$ cat config.mk
export PLATFORM = sky130hd
export DESIGN_NAME = bitpair_term_scheduler
export DESIGN_NICKNAME = d
export VERILOG_FILES = /design/src/rtl/bitpair_term_scheduler_pkg.sv /design/src/rtl/bitpair_ffs.sv /design/src/rtl/bitpair_term_scheduler.sv
export SDC_FILE = /design/constraint.sdc
export NUM_CORES = 1
export LEC_CHECK = 0
export CAP_MARGIN = 20
export CORE_MARGIN = 3
export CORE_UTILIZATION = 40
export CTS_BUF_LIST = sky130_fd_sc_hd__clkbuf_8 sky130_fd_sc_hd__clkbuf_16
export DETAILED_ROUTE_END_ITERATION = 8
export GPL_TIMING_DRIVEN = 0
export HOLD_SLACK_MARGIN = 0.02
export PLACE_DENSITY = 0.66
export SETUP_SLACK_MARGIN = 0.1
export SYNTH_ARGS = -nofsm -noshare
export SYNTH_HDL_FRONTEND = slang
export SYNTH_SLANG_ARGS = --single-unit
$ cat constraint.sdc
create_clock -name clk -period 2.1 [get_ports clk]
set_input_delay 0.525 -clock clk [delete_from_list [all_inputs] [get_ports clk]]
set_output_delay 0.525 -clock clk [all_outputs]
set_load 0.01 [all_outputs]
$ cat src/rtl/bitpair_term_scheduler_pkg.sv
// Shared types and helpers for the bit-pair term scheduler.
// Optional signed mode is enabled by BITPAIR_TERM_SCHEDULER_SIGNED_EN.
package bitpair_term_scheduler_pkg;

    typedef enum logic [1:0] {
        IDLE  = 2'd0,
        ISSUE = 2'd1,
        WAIT  = 2'd2,
        DONE  = 2'd3
    } state_t;

    localparam int LAT_MIN = 1;

    function automatic int idx_w(input int width);
        return (width > 1) ? $clog2(width) : 1;
    endfunction

endpackage

$ cat src/rtl/bitpair_ffs.sv
// Lowest-set-bit finder: binary index of the least significant 1 plus a nonzero flag.
module bitpair_ffs #(
    parameter int WIDTH = 8,
    parameter int IDX_W = 3
) (
    input  logic [WIDTH-1:0] vec_i,
    output logic [IDX_W-1:0] idx_o,
    output logic             nz_o
);

    // Scan from the top down so the lowest set bit is the last one written.
    always_comb begin
        idx_o = '0;
        for (int i = WIDTH - 1; i >= 0; i--) begin
            if (vec_i[i]) begin
                idx_o = IDX_W'(i);
            end
        end
        nz_o = |vec_i;
    end

endmodule

$ cat src/rtl/bitpair_term_scheduler.sv
// Bit-serial partial-product term scheduler walking only set bits of A (outer) and B (inner).
// Define BITPAIR_TERM_SCHEDULER_SIGNED_EN to weight sign-bit terms negatively (two's complement).
//
// state | meaning
// IDLE  | waiting for a request; req_ready follows enable
// ISSUE | presenting the current (a,b) bit pair on the term port
// WAIT  | term in flight, counting down the programmed latency
// DONE  | one-cycle completion pulse, then back to IDLE
module bitpair_term_scheduler
    import bitpair_term_scheduler_pkg::*;
#(
    parameter int A_WIDTH   = 8,
    parameter int B_WIDTH   = 8,
    parameter int LAT_WIDTH = 4
) (
    input  logic                        clk,
    input  logic                        rst,
    input  logic                        enable,
    input  logic                        req_valid,
    output logic                        req_ready,
    input  logic [A_WIDTH-1:0]          req_a,
    input  logic [B_WIDTH-1:0]          req_b,
    input  logic [LAT_WIDTH-1:0]        req_latency,
    output logic                        term_valid,
    input  logic                        term_ready,
    output logic [idx_w(A_WIDTH)-1:0]   term_a_idx,
    output logic [idx_w(B_WIDTH)-1:0]   term_b_idx,
    output logic                        term_neg,
    output logic                        retire_pulse,
    output logic                        row_done,
    output logic                        done,
    output logic                        busy
);

    localparam int AIW = idx_w(A_WIDTH);
    localparam int BIW = idx_w(B_WIDTH);
    localparam logic [LAT_WIDTH-1:0] LAT_ONE = LAT_WIDTH'(LAT_MIN);

    state_t               state_q,    state_d;
    logic [A_WIDTH-1:0]   a_mask_q,   a_mask_d;
    logic [B_WIDTH-1:0]   b_mask_q,   b_mask_d;
    logic [B_WIDTH-1:0]   b_reload_q, b_reload_d;
    logic [LAT_WIDTH-1:0] lat_cnt_q,  lat_cnt_d;
    logic [LAT_WIDTH-1:0] lat_q,      lat_d;

    logic [AIW-1:0]       a_idx;
    logic [BIW-1:0]       b_idx;
    logic                 a_nz;
    logic                 b_nz;
    logic [A_WIDTH-1:0]   a_onehot;
    logic [B_WIDTH-1:0]   b_onehot;
    logic [A_WIDTH-1:0]   a_rest;
    logic [B_WIDTH-1:0]   b_rest;
    logic                 lat_hit;
    logic                 live;
    logic                 neg_raw;

    bitpair_ffs #(.WIDTH(A_WIDTH), .IDX_W(AIW)) u_ffs_a (
        .vec_i (a_mask_q),
        .idx_o (a_idx),
        .nz_o  (a_nz)
    );

    bitpair_ffs #(.WIDTH(B_WIDTH), .IDX_W(BIW)) u_ffs_b (
        .vec_i (b_mask_q),
        .idx_o (b_idx),
        .nz_o  (b_nz)
    );

    // Masks with the current term's bit removed.
    always_comb begin
        a_onehot        = '0;
        a_onehot[a_idx] = 1'b1;
        b_onehot        = '0;
        b_onehot[b_idx] = 1'b1;
        a_rest          = a_mask_q & ~a_onehot;
        b_rest          = b_mask_q & ~b_onehot;
        lat_hit         = (lat_cnt_q == LAT_ONE);
    end

`ifdef BITPAIR_TERM_SCHEDULER_SIGNED_EN
    localparam logic [AIW-1:0] A_MSB = AIW'(A_WIDTH - 1);
    localparam logic [BIW-1:0] B_MSB = BIW'(B_WIDTH - 1);
    assign neg_raw = (a_idx == A_MSB) ^ (b_idx == B_MSB);
`else
    assign neg_raw = 1'b0;
`endif

    always_ff @(posedge clk) begin
        if (rst) begin
            state_q    <= IDLE;
            a_mask_q   <= '0;
            b_mask_q   <= '0;
            b_reload_q <= '0;
            lat_cnt_q  <= '0;
            lat_q      <= '0;
        end else begin
            state_q    <= state_d;
            a_mask_q   <= a_mask_d;
            b_mask_q   <= b_mask_d;
            b_reload_q <= b_reload_d;
            lat_cnt_q  <= lat_cnt_d;
            lat_q      <= lat_d;
        end
    end

    always_comb begin
        state_d    = state_q;
        a_mask_d   = a_mask_q;
        b_mask_d   = b_mask_q;
        b_reload_d = b_reload_q;
        lat_cnt_d  = lat_cnt_q;
        lat_d      = lat_q;
        if (enable) begin
            case (state_q)
                IDLE: begin
                    if (req_valid) begin
                        a_mask_d   = req_a;
                        b_mask_d   = req_b;
                        b_reload_d = req_b;
                        lat_d      = (req_latency < LAT_ONE) ? LAT_ONE : req_latency;
                        state_d    = ((req_a == '0) || (req_b == '0)) ? DONE : ISSUE;
                    end
                end
                ISSUE: begin
                    if (term_ready) begin
                        lat_cnt_d = lat_q;
                        state_d   = WAIT;
                    end
                end
                WAIT: begin
                    lat_cnt_d = lat_cnt_q - LAT_ONE;
                    if (lat_hit) begin
                        if (b_rest == '0) begin
                            a_mask_d = a_rest;
                            b_mask_d = b_reload_q;
                            state_d  = (a_rest == '0) ? DONE : ISSUE;
                        end else begin
                            b_mask_d = b_rest;
                            state_d  = ISSUE;
                        end
                    end
                end
                DONE: begin
                    state_d = IDLE;
                end
                default: begin
                    state_d = IDLE;
                end
            endcase
        end
    end

    always_comb begin
        live         = enable & ~rst;
        req_ready    = live & (state_q == IDLE);
        busy         = (state_q != IDLE);
        term_valid   = (state_q == ISSUE) & a_nz & b_nz;
        term_a_idx   = a_idx;
        term_b_idx   = b_idx;
        term_neg     = neg_raw & (state_q == ISSUE);
        retire_pulse = live & (state_q == WAIT) & lat_hit;
        row_done     = retire_pulse & (b_rest == '0);
        done         = live & (state_q == DONE);
    end

endmodule

-- Word-level counts from Yosys, hierarchy flattened
Cells that the tools add are included.
- input bits: 25
- logic and storage cells: 89
- bits in registers: 34
- mux-type cells: 38
- reduce and logical (&&, ||, !) cells: 18
- magnitude comparators: 5
- bitwise logic cells: 13
- equality and inequality tests: 8
- add/subtract/negate cells: 1
- operators by type and width (operator ; count):
    $mux W3 ; 16
    $mux W8 ; 6
    $logic_not A8 Y1 ; 4
    $pmux W8 S2 ; 2
    $and A8 B8 Y8 ; 2
    $not A8 Y8 ; 2
    $reduce_or A8 Y1 ; 2
    $mux W2 ; 6
    $and A1 B1 Y1 ; 8
    $lt A3 B4 Y1 const B ; 2
    $mux W4 ; 2
    $ne A2 B2 Y1 const B ; 4
    $pmux W2 S4 ; 1
    $pmux W4 S2 ; 1
    $reduce_and A4 Y1 ; 2
    $demux W1 S3 ; 2
    $ge A3 B1 Y1 const B ; 2
    $reduce_and A3 Y1 ; 2
    $reduce_bool A2 Y1 ; 3
    $reduce_and A5 Y1 ; 1
    $eq A2 B2 Y1 const B ; 2
    $eq A4 B1 Y1 const B ; 1
    $lt A4 B1 Y1 const B ; 1
    $sub A4 B1 Y4 const B ; 1
    other kinds (6) ; 8

-- Longest topological paths before layout
Gate-level depths: netlist of the first run.
- depth after elaboration: 19
- gate-level depth with buffers: 9

-- Hierarchy
From an unflattened synthesis of the first run, not the netlist that was laid out.
- cell total of the unflattened synthesis: 326
- area total of the unflattened synthesis: 2397.3 sq um
- modules (own cells, without submodules) (module ; seq. area each (sq um) ; cells each ; instances ; area an instance (sq um)):
    bitpair_term_scheduler ; 680.7 ; 300 ; 1 ; 2234.6
    bitpair_ffs ; 0.0 ; 13 ; 2 ; 81.3

-- Worst setup path after synthesis of the first run
No wires, ideal clock.
- path type: input to output
- start point: in rst
- end point: out row_done
- stages on the path: 4
- buffers on the path: 1
- data required time: 1575 ps
- arrival time: 1638 ps
- setup slack: -63 ps
- cells stage by stage: clkbuf_1 > nand2b_1 > nor4bb_1 > and2_1
- cells in the longest elaborated chain, start to end: 5
- ends and longest elaborated chain (item ; line ; RTL):
    from (decl) ; bitpair_term_scheduler.sv:17 ; input logic rst,
    $not A1 Y1 ; bitpair_term_scheduler.sv:155 ; live = enable & ~rst;
    $and A1 B1 Y1 ; bitpair_term_scheduler.sv:155 ;
    $and A1 B1 Y1 (2 in series) ; bitpair_term_scheduler.sv:162 ; retire_pulse = live & (state_q == WAIT) & lat_hit;
    net retire_pulse ; bitpair_term_scheduler.sv:29 ; output logic retire_pulse,
    $and A1 B1 Y1 ; bitpair_term_scheduler.sv:163 ; row_done = retire_pulse & (b_rest == '0);
    to (decl) ; bitpair_term_scheduler.sv:30 ; output logic row_done,
The timed path passes the listed nets, and every way through them passes these cells.

-- Final worst setup path of the first run
- start point: reg b_mask_q[4]
- end point: out row_done
- cells in the longest elaborated chain, start to end: 13
- ends and longest elaborated chain (item ; line ; RTL):
    from (decl) ; bitpair_term_scheduler.sv:41 ; logic [B_WIDTH-1:0] b_mask_q, b_mask_d;
    from (signal assigned) ; bitpair_term_scheduler.sv:100 ; b_mask_q <= b_mask_d;
    $mux W3 (5 in series) ; bitpair_ffs.sv:15 ; if (vec_i[i]) begin
    $lt A3 B4 Y1 (implied by the code) or $ge A3 B1 Y1 (tied branches) ; bitpair_term_scheduler.sv:75 ; b_onehot[b_idx] = 1'b1;
    $logic_and A1 B1 Y1 (implied by the code) ; bitpair_term_scheduler.sv:75 ;
    $mux W1 (implied by the code) ; bitpair_term_scheduler.sv:75 ;
    $demux W1 S3 ; bitpair_term_scheduler.sv:75 ;
    $not A8 Y8 ; bitpair_term_scheduler.sv:77 ; b_rest = b_mask_q & ~b_onehot;
    $and A8 B8 Y8 (*) ; bitpair_term_scheduler.sv:77 ;
    $logic_not A8 Y1 (*) ; bitpair_term_scheduler.sv:163 ;
    $and A1 B1 Y1 (*) ; bitpair_term_scheduler.sv:163 ;
Every way passes the cells marked *; elsewhere a longest branch is shown, timed or not.

==> results of run 1 <==
[Yosys cell counts (all sizes together), types with 2 or more instances]
library cell  instances
a2111oi               2
a211o                 3
a211oi                3
a21oi                38
a221oi                2
a22o                  2
a22oi                 2
a311oi                3
a31oi                 3
a32oi                 2
buf                   5
clkbuf               17
dfxtp                34
ha                    2
inv                  11
maj3                  4
nand2                46
nand2b                2
nand3                 2
nand4b                3
nor2                 33
nor2b                 4
nor3                  5
nor4                  6
o21ai                21
o21bai                2
o22ai                 2
o31ai                 7
or2                   2
or3                   7
or4                   3
[through the flow]
| step | utilization [%] | cells | power, W |
|---|---|---|---|
| 4_1_cts | 59.3 | 411 | 0.00185 |
| 5_1_grt | 63.8 | 423 | 0.00206 |
| 6_report | 63.8 | 423 | 0.00196 |
| 2_1_floorplan | - | 291 | 0.00106 |
| 3_5_place_dp | 52.2 | 393 | 0.00126 |
| 3_3_place_gp | 52.2 | 393 | 0.00125 |
[cell type report]
class / count / area (um2) / area share [%]
Timing Repair Buffer: 58 / 534 / 17.2
Tap cell: 67 / 83.8 / 2.69
Clock buffer: 6 / 82.6 / 2.65
Inverter: 11 / 41.3 / 1.33
Multi-Input combinational cell: 224 / 1500 / 48.1
Buffer: 21 / 158 / 5.06
Sequential cell: 34 / 709 / 22.8
Clock inverter: 2 / 8.76 / 0.281
[routing by layer]
layer  vias up  wire length (um)
li1       1178                 -
met1      1159              2970
met2        67              3240
met3        21               330
met4         0               191
met5         -                 0
[timing repair]
action,CTS,global route
buffers inserted,11,13
resized for setup,96,51
pin swaps,17,24
endpoints found under the setup margin,32,28
[critical path, cell delays in order, from the launching register on]
cell and delay [ns]:
dfxtp_4 0.35, or4_4 0.52, buf_6 0.14, nor4_2 0.11, or3_1 0.15, buf_6 0.10
and2_4 0.13, buf_6 0.09
[logic make-up after synthesis]
family          after synthesis  synth area share, %
compound gates               98                 30.7
buf+inv                      33                 6.29
simple gates                118                 26.6
flops                        34                 32.6
fa+ha+maj                     6                 3.12
other cells                   1                0.180
mux                           1                0.540
[flip-flops by register name (all words and copies together), names as in the netlist]
| name | cells |
|---|---|
| lat_cnt_q | 4 |
| a_mask_q | 8 |
| lat_q | 4 |
| b_mask_q | 8 |
| state_q | 2 |
| b_reload_q | 8 |
[path summary, 6_finish.rpt]
check                                                end  slack (ns)  depth (start not counted)
worst max register to register  a_mask_q[0]$_SDFFE_PP0P_       -0.24                          8
worst min register to register     lat_q[1]$_SDFFE_PP0P_        0.46                          2
worst min-delay path               lat_q[1]$_SDFFE_PP0P_        0.46                          2
worst max-delay path                            row_done       -0.32                          7
[power breakdown]
group | internal [W] | switching, W | leakage [nW]
sequential | 0.000684 | 0.0000448 | 0.285
clock | 0.000260 | 0.000250 | 0.0524
combinational | 0.000355 | 0.000369 | 0.804
==> reports/results.txt, run 1 <==
grt total ovfl: 0
warnings from Yosys: 0
total negative slack: -1.39 ns
Starting Density: 42.8%
met2 Track Usage GR: 37.2%
Die Y: 78.2 um
Area Overhead vs Synth: 49.2%
Setup violations, final: 11
CP max FO: 4
root buffer cell: clkbuf_8
CTS Hold Bufs: 0
cell area after placement: 0.00255 mm2
post-route ant nets: 0
Mapped Cells: 291
total power per unit cell area: 630 mW/mm2
largest net degree at the start of global routing: 11
Hold/Removal Path Class: reg -> reg
area of the die: 0.00612 mm2
EDFF count, synth: 0
via/cell ratio: 5.73
ys flop type: dfxtp_1
capturing element type of the critical path: output port
Worst-Skew Late Latency: 0.29 ns
I/O Buffers: 35
total CTS buffers: 5
Max Cap Viol: 0
Worst EP required: 1.57 ns
vias in the first global route: 2206
area fraction of the dominant cell type after synthesis: 32.6%
max-slew violation count: 0
commonest non-fill, non-tap cell in the layout: nand2_1
f_max: 413 MHz
initial antenna violation count: 0
worst r2r src: b_mask_q[4]$_SDFFE_PP0P_
VDD IR-drop max: 0.471 mV
total leakage power: 1.14 nW
minimum clock period: 2.42 ns
most frequent cells in the layout: 43 x nand2_1, 33 x a21oi_1, 26 x nor2_1, 22 x clkdlybuf4s50_1, 19 x dfxtp_1
critical path data arrival time: 1.90 ns
Final #Nets: 382
Final HPWL DP: 4.49 mm
Final Hold Viols: 0
Startpoint Class: flip-flop
failing checks: negative setup slack
GRT busiest layer: met2
Yosys cell types: 49
met3 Use GR: 4.13%
crit path from: b_mask_q[4]$_SDFFE_PP0P_
met1 Usage GRT: 27.6%
synthesized net count: 318
starting DRC count in detailed routing: 119
RePlAce Congestion: 0.845
Longest Clk Path Bufs: 2
Die Wd: 78.2 um
Row Count: 25
Post-Synthesis Cell Area: 0.00209 mm2
fin crit share: 115%
CTS tree: yes
drt drc: 0
first-pass GRT wire length: 10.7 mm
total routed wirelength: 6.72 mm
min setup slack post-route: -0.322 ns
Max-slew headroom: 60.6%
post-synthesis average cell area: 7.17 um2
RSZ-0062 raised after global routing: true
H-tree depth: 2
clk slew on worst S/H paths: 0.08 ns
Core ar.: 0.00488 mm2
Pre-antenna DRT Iters: 4
ranking of synthesized cells by area: dfxtp_1 33%, a21oi_1 9.1%, nand2_1 8.3%
Hold WS: 0.458 ns
crit path kind: reg -> out
HP Start: lat_q[1]$_SDFFE_PP0P_
Post-Place Setup Slack: -0.828 ns
antenna cell count: 0
CTS sink count: 34
overall routing resource usage: 21.8%
wire per inst: 15.9 um
fin area: 0.00311 mm2
Async S/R FF share, synth: 0%
status: finished, violations left
Worst-Margin Slew: 0.590 ns
layout cells sized above 1: 32.3%
Layout fillers: 435
Seq/Total Area, Yosys: 32.6%
vias post-DR: 2425
io pins: 38
synthesized flop and latch total: 34
Layout Skew: 0.00985 ns
area leader, netlist: dfxtp_1
(Power assumes the default switching activity.)
==> inputs of run 2 (changes only) <==
CTS_CLUSTER_SIZE = 20   (was not set)
==> results of run 2 <==
Same layout as run 1: the final DEF is identical, and so are final timing and power.
